===== src/rtl/writeback_stage.sv =====
// writeback_stage: MEM/WB pipeline register, write-back data select, decode bypass flags and retire counter.
module writeback_stage #(
    parameter int DATA_W = 32
) (
    input  logic              clk,
    input  logic              rst,
    input  logic              stall,
    input  logic              flush,
    input  logic              in_valid,
    input  logic              in_regWrite,
    input  logic [4:0]        in_rd,
    input  logic [1:0]        in_wbSel,
    input  logic [1:0]        in_memSize,
    input  logic              in_memUnsigned,
    input  logic [1:0]        in_addrLow,
    input  logic [DATA_W-1:0] in_aluResult,
    input  logic [DATA_W-1:0] in_memData,
    input  logic [DATA_W-1:0] in_pcPlus4,
    input  logic [4:0]        rs,
    input  logic [4:0]        rt,
    output logic              regWrite,
    output logic [4:0]        rd,
    output logic [DATA_W-1:0] writeData,
    output logic              fwdA,
    output logic              fwdB,
    output logic              wbValid,
    output logic [31:0]       retireCount
);
    logic              valid_r;
    logic              regwrite_r;
    logic [4:0]        rd_r;
    logic [1:0]        wbsel_r;
    logic [1:0]        memsize_r;
    logic              memunsigned_r;
    logic [1:0]        addrlow_r;
    logic [DATA_W-1:0] alu_r;
    logic [DATA_W-1:0] mem_r;
    logic [DATA_W-1:0] pc4_r;
    logic [31:0]       retire_cnt;
    logic [DATA_W-1:0] mem_shift;
    logic [7:0]        byte_val;
    logic [15:0]       half_val;
    logic [DATA_W-1:0] load_val;

    always_ff @(posedge clk or posedge rst) begin
        if (rst) begin
            valid_r       <= 1'b0;
            regwrite_r    <= 1'b0;
            rd_r          <= '0;
            wbsel_r       <= '0;
            memsize_r     <= '0;
            memunsigned_r <= 1'b0;
            addrlow_r     <= '0;
            alu_r         <= '0;
            mem_r         <= '0;
            pc4_r         <= '0;
            retire_cnt    <= '0;
        end else begin
            // The WB entry retires this cycle unless it is being held.
            if (valid_r && !stall)
                retire_cnt <= retire_cnt + 32'd1;
            if (flush)
                valid_r <= 1'b0;
            else if (!stall) begin
                valid_r       <= in_valid;
                regwrite_r    <= in_regWrite;
                rd_r          <= in_rd;
                wbsel_r       <= in_wbSel;
                memsize_r     <= in_memSize;
                memunsigned_r <= in_memUnsigned;
                addrlow_r     <= in_addrLow;
                alu_r         <= in_aluResult;
                mem_r         <= in_memData;
                pc4_r         <= in_pcPlus4;
            end
        end
    end

    always_comb begin
        mem_shift = mem_r >> {addrlow_r, 3'b000};
        byte_val  = mem_shift[7:0];
        half_val  = addrlow_r[1] ? mem_r[31:16] : mem_r[15:0];
        load_val  = memsize_r[1] ? mem_r :
                    memsize_r[0] ? {{16{~memunsigned_r & half_val[15]}}, half_val} :
                                   {{24{~memunsigned_r & byte_val[7]}}, byte_val};
        writeData = wbsel_r == 2'b01 ? load_val :
                    wbsel_r == 2'b10 ? pc4_r + 32'd4 : alu_r;
        regWrite  = valid_r & regwrite_r & (rd_r != 5'd0);
        rd        = rd_r;
        fwdA      = regWrite & (rd_r == rs);
        fwdB      = regWrite & (rd_r == rt);
        wbValid   = valid_r;
    end

    assign retireCount = retire_cnt;
endmodule


===== config.mk =====
export PLATFORM = sky130hd
export DESIGN_NAME = writeback_stage
export DESIGN_NICKNAME = d
export VERILOG_FILES = /design/src/rtl/writeback_stage.sv
export SDC_FILE = /design/constraint.sdc
export NUM_CORES = 1
export LEC_CHECK = 0
export BUFFER_PORTS_ARGS = -buffer_cell sky130_fd_sc_hd__buf_2
export CAP_MARGIN = 5
export CORE_MARGIN = 5
export CORE_UTILIZATION = 30
export CTS_CLUSTER_SIZE = 10
export DETAILED_ROUTE_END_ITERATION = 7
export REMOVE_ABC_BUFFERS = 1
export SLEW_MARGIN = 20
export SYNTH_ARGS = -nofsm -noshare
export SYNTH_HDL_FRONTEND = slang
export SYNTH_SLANG_ARGS = --single-unit

===== constraint.sdc =====
create_clock -name clk -period 6.05 [get_ports clk]
set_clock_uncertainty 0.15 [all_clocks]
set_input_delay 0.605 -clock clk [delete_from_list [all_inputs] [get_ports clk]]
set_output_delay 0.605 -clock clk [all_outputs]
set_load 0.005 [all_outputs]

Word-level counts from Yosys, hierarchy flattened
Index checks and enable logic that the tools add are counted.

storage, ports and cells
  bits in registers = 142
  input bits = 124
  output and inout port bits = 73
  logic and storage cells = 39

operators by class
  add/sub/neg operators = 2
  equality and inequality tests = 5
  shift-type cells = 1
  multiplexer cells = 7
  bitwise logic cells = 9
  reductions and logical operators = 4

operator list
  cell                                                              number
  32-bit two-way mux                                                4
  32-bit by 1-bit adder with 32-bit output (second input constant)  1
  32-bit by 3-bit adder with 32-bit output (second input constant)  1
  32-bit by 5-bit right shift with 8-bit output                     1
  16-bit two-way mux                                                1
  5-bit == test                                                     2
  1-bit AND                                                         6
  5-bit nonzero test                                                1
  1-bit inverter                                                    3
  2-bit by 1-bit == test with 1-bit output (second input constant)  1
  2-bit == test (second input constant)                             1
  1-bit two-way mux                                                 2
  2-bit by 1-bit != test with 1-bit output (second input constant)  1
  2-bit AND reduction                                               1
  1-bit logical AND                                                 1
  1-bit zero test                                                   1

Logic depth before layout (Yosys ltp)
  word-level depth = 5
  gate-level depth with buffers = 7
  mapped depth without buffers = 6

Worst setup path before layout
OpenSTA, ideal clock, no wires.

  kind = register to output
  start = register pc4_r[2]
  end = output writeData[22]
  arrival = 1.842 ns
  setup slack = 3.453 ns
  cell stages (with the launch flop) = 7
  path through = dfrtp_1 -> ha_1 -> nand3_1 -> nor4_4 -> nor2_1 -> or4_1 -> o21ai_0

on the way
  cells in the longest elaborated chain, start to end = 3

ends and longest elaborated chain
  item                                      RTL line  text
  start, declared                           38        logic [DATA_W-1:0] pc4_r;
  start signal, assigned                    74        pc4_r <= in_pcPlus4;
  32-bit by 3-bit adder with 32-bit output  87        wbsel_r == 2'b10 ? pc4_r + 32'd4 : alu_r;
  32-bit two-way mux                        87
  32-bit two-way mux                        86        writeData = wbsel_r == 2'b01 ? load_val :
  end, declared                             23        output logic [DATA_W-1:0] writeData,

Every way passes these cells.

Worst setup path after layout
  start = register wbsel_r[1]
  end = output writeData[27]

on the way
  cells in the longest elaborated chain, start to end = 3
  elaborated cells between the ends (all ways) = 4

ends and longest elaborated chain
  item                    RTL line  text
  start, declared         32        logic [1:0] wbsel_r;
  start signal, assigned  68        wbsel_r <= in_wbSel;
  2-bit == test           87
  32-bit two-way mux      87
  32-bit two-way mux *    86

Mark *: on every way between the ends. The rest lies on a longest branch, timed or not.

==> impl_results.md <==
- Largest family of logic cells by synthesized area: multiplexers
- Worst Reg-to-Reg Cells: 6
- LEAKAGE: roughly 4.1 nW
- Most used cell, CP: nor2_1
- Status: finished, final reports clean
- CTS buffer count: 17
- Max Slew Vio Count: 0
- Worst vdd ir: 173 uV
- YS warnings: 0
- Most common cell after layout, fill and taps aside: buf_2
- Commonest non-fill, non-tap cells in the layout: buf_2, dfrtp_1, mux2_2, nand2_1, o21ai_0
- Synth Area in Simple Gates: between 10 and 15%
- Initial antenna violation count: 5
- CP Data Arrival Time: about 3.4 ns
- Final worst-path cycle share: around 69%
- Reg-to-reg slack, setup: around 3.8 ns
- Crit path depth: 6
- WP buf/inv: 2
- Largest net degree at the start of global routing: roughly 110
- DRC Markers: 0
- Fin cells: about 1,200
- Post-DP HPWL: roughly 17,000 um
- Area of the core: roughly 24,000 um2
- Layout cells sized above 1: approximately two fifths
- First-pass GRT wire length: approximately 35,000 um
- Worst-margin pin slew: 0.956 ns
- Clk root buf: clkbuf_16
- CTS Hold Bufs: 0
- Delay-heaviest family, CP: simple AND/OR/NAND/NOR gates
- Final global-route overflow total: 0
- Die X: roughly 170 um
- CTS tree: yes
- Post-Synth Adder-Cell Area: less than 1%
- Hold Path Class: input pin to async pin
- Vias/cell: roughly 5
- # H-tree levels: 4
- DRT Wirelength: 22,300 um
- Synth Instances: 659
- Crit. End Element: output port
- DR iter-0 viols: ~380
- Post-synth EDFFs: 0
- Clock Pin Slew Worst Setup and Hold Paths: ~0.06 ns
- Top Ports: between 150 and 200
- Via Count: approximately 6,000
- Max clock buf depth: 2
- Nets@finish: between 900 and 1,000
- Post-Synth XOR/XNOR Area: roughly 8.0%
- P per Cell Area: 322 nW/um2
- CP cell instances: clkinv_1 -> nor2_1 -> nor2_1 -> a221oi_1 -> o21ai_0 -> buf_2
- Seq/Total Area, Yosys: between 40% and 50%
- Max Cap Viol: 0
- Crit Path Max Fanout: 29
- Tot GR Track Use: 15.9%
- Clk_lat worst skew: 0.42 ns
- Post-synth cell types: 55
- CP Launch Type: flop
- Unrepaired setup endpoints after global routing: no
- Filler instances: approximately 2,500
- #FFs+latches synth: roughly 140
- Post-cts resize count: 0
- Multiplexer area fraction after synthesis: approximately 17%
- Fin. Hold Viols: 0
- Row count: 57
- Launching point of the worst reg2reg path: retireCount[0]
- Gp weighted congestion: 0.898
- Synthesized area: between 7000 and 8000 um2
- Critical path class: flop to output port
- Top_reg_cell synth: dfrtp_1
- Slowest cell on the critical path: dfrtp_1
- Rel. slew slack: about 36%
- Crit path largest cell delay: between 0.9 and 1 ns
- Die Span Y: between 150 and 200 um
- Post-synthesis async set-or-reset flop share: 100%
- R2R Path End: retireCount[24]
- Crit. Startpoint: wbsel_r[1]
- Fmax: 240 MHz
- Pwr Total: between 3 and 4 mW
- Syn-to-layout area delta: 27.1%
- Routed WL per cell: 18.9 um
- Initial core utilization: between 30% and 40%
- Post-CTS Setup Bufs: 0
- Placed Cells incl. Taps: 1,150
- Min Tclk post-route: roughly 4.2 ns
- Mean post-synth cell area: 11.2 um2
- Port bufs: around 200
- CTS Sinks: roughly 140
- ANT nets after route: 0
- Required @ worst endpoint: approximately 5.3 ns
- Complex-gate fraction of the synthesized area: a little over a tenth
- Vias in the first global route: ~6,000
- DRT Pass-1 Iters: 7
- # setup viols final: 0
- DIE AREA: between 20,000 and 30,000 um2
layout make-up:
type / count / area (um2) / area share (%)
Multi-Input combinational cell: 471 / 3630 / 38.8
Sequential cell: 142 / 3550 / 38.0
Timing Repair Buffer: 203 / 1070 / 11.4
Clock buffer: 19 / 443 / 4.73
Tap cell: 324 / 405 / 4.33
Clock inverter: 13 / 213 / 2.27
Inverter: 11 / 46.3 / 0.494
Antenna cell: 1 / 2.50 / 0.0267
where the power goes:
part	switching, mW	internal (mW)	leakage (nW)
clock network	0.424	0.745	0.310
logic	0.302	0.309	2.08
registers	0.161	1.07	1.74
worst reg2reg max path, stage by stage, from the launching register on:
cell and delay [ns]:
dfrtp_1 0.44, ha_1 0.17, nand3b_1 0.18, nor4_4 0.50, and4_1 0.39, nand4_1 0.14, xnor2_1 0.14
logic make-up (layout without fill, tap and decap cells):
family | after synthesis | count (layout)
and+or+nand+nor | 175 | 175
DFF | 142 | 142
AOI/OAI and AO/OA | 116 | 116
muxes | 111 | 111
xor gates and xnor gates | 67 | 67
buffers and inverters | 46 | 246
adders and majority gates | 2 | 2
other | 0 | 1
cells in the mapped netlist (3+ instances only):
library cell    n  share of area, %
nand2_1        49               2.5
o32ai_1         3              0.36
and4_1          9               1.1
buf_2           9              0.61
a211o_1         3              0.36
nand2b_1        7              0.59
o221ai_1        4              0.48
a21oi_1        12              0.82
mux2i_1         5              0.68
nand4_1        22               1.9
o22ai_1         7              0.59
xnor2_1        37               4.4
dfrtp_1       142                48
xor2_1         30               3.6
a221oi_1       10               1.2
and2_1          5              0.42
nor2b_1         4              0.34
nor4_1          4              0.34
a211oi_1       11               1.1
and3_1          9              0.76
clkbuf_1       23               1.2
o211ai_1        6              0.61
nor2_1         28               1.4
mux2_2        105                16
o21ai_0        43               2.9
o22a_1          4              0.48
nand3_1        21               1.4
inv_1          10              0.51
metrics by stage:
step	instance area [um2]	setup TNS (ns)	hold WS [ns]	setup slack, ns	util (%)
after floorplan	7220	-7.53	0.318	-0.0738	-
after global placement	8680	0	0.325	2.46	35.8
after detailed placement	8680	0	0.328	2.39	35.8
after CTS	9330	0	0.214	1.92	38.5
after global routing	9360	0	0.0125	1.61	38.6
final	9360	0	0.00423	1.89	38.6
worst max-delay path by stage:
stage / to
final: writeData[27]
after floorplan: addrlow_r[0]
after global routing: writeData[26]
after CTS: writeData[13]
after detailed placement: writeData[13]
after global placement: writeData[13]
sequential cells by signal, summed over array words and instances (netlist names):
| name | cells |
|---|---|
| wbValid | 1 |
| mem_r | 32 |
| rd | 5 |
| regwrite_r | 1 |
| addrlow_r | 2 |
| pc4_r | 32 |
| memunsigned_r | 1 |
| retireCount | 32 |
| wbsel_r | 2 |
| alu_r | 32 |
| memsize_r | 2 |
per-layer routing:
metal  up-vias  wire (um)  track usage [%]  part of all wire [%]
met3        35       1600             5.17                   7.2
met2       199      10500             25.3                    47
li1       2809          -                -                     -
met5         -         73                0                  0.33
met4        10        329             3.91                   1.5
met1      2927       9880             21.0                    44
No activity file was read; power rests on OpenSTA's default activity.
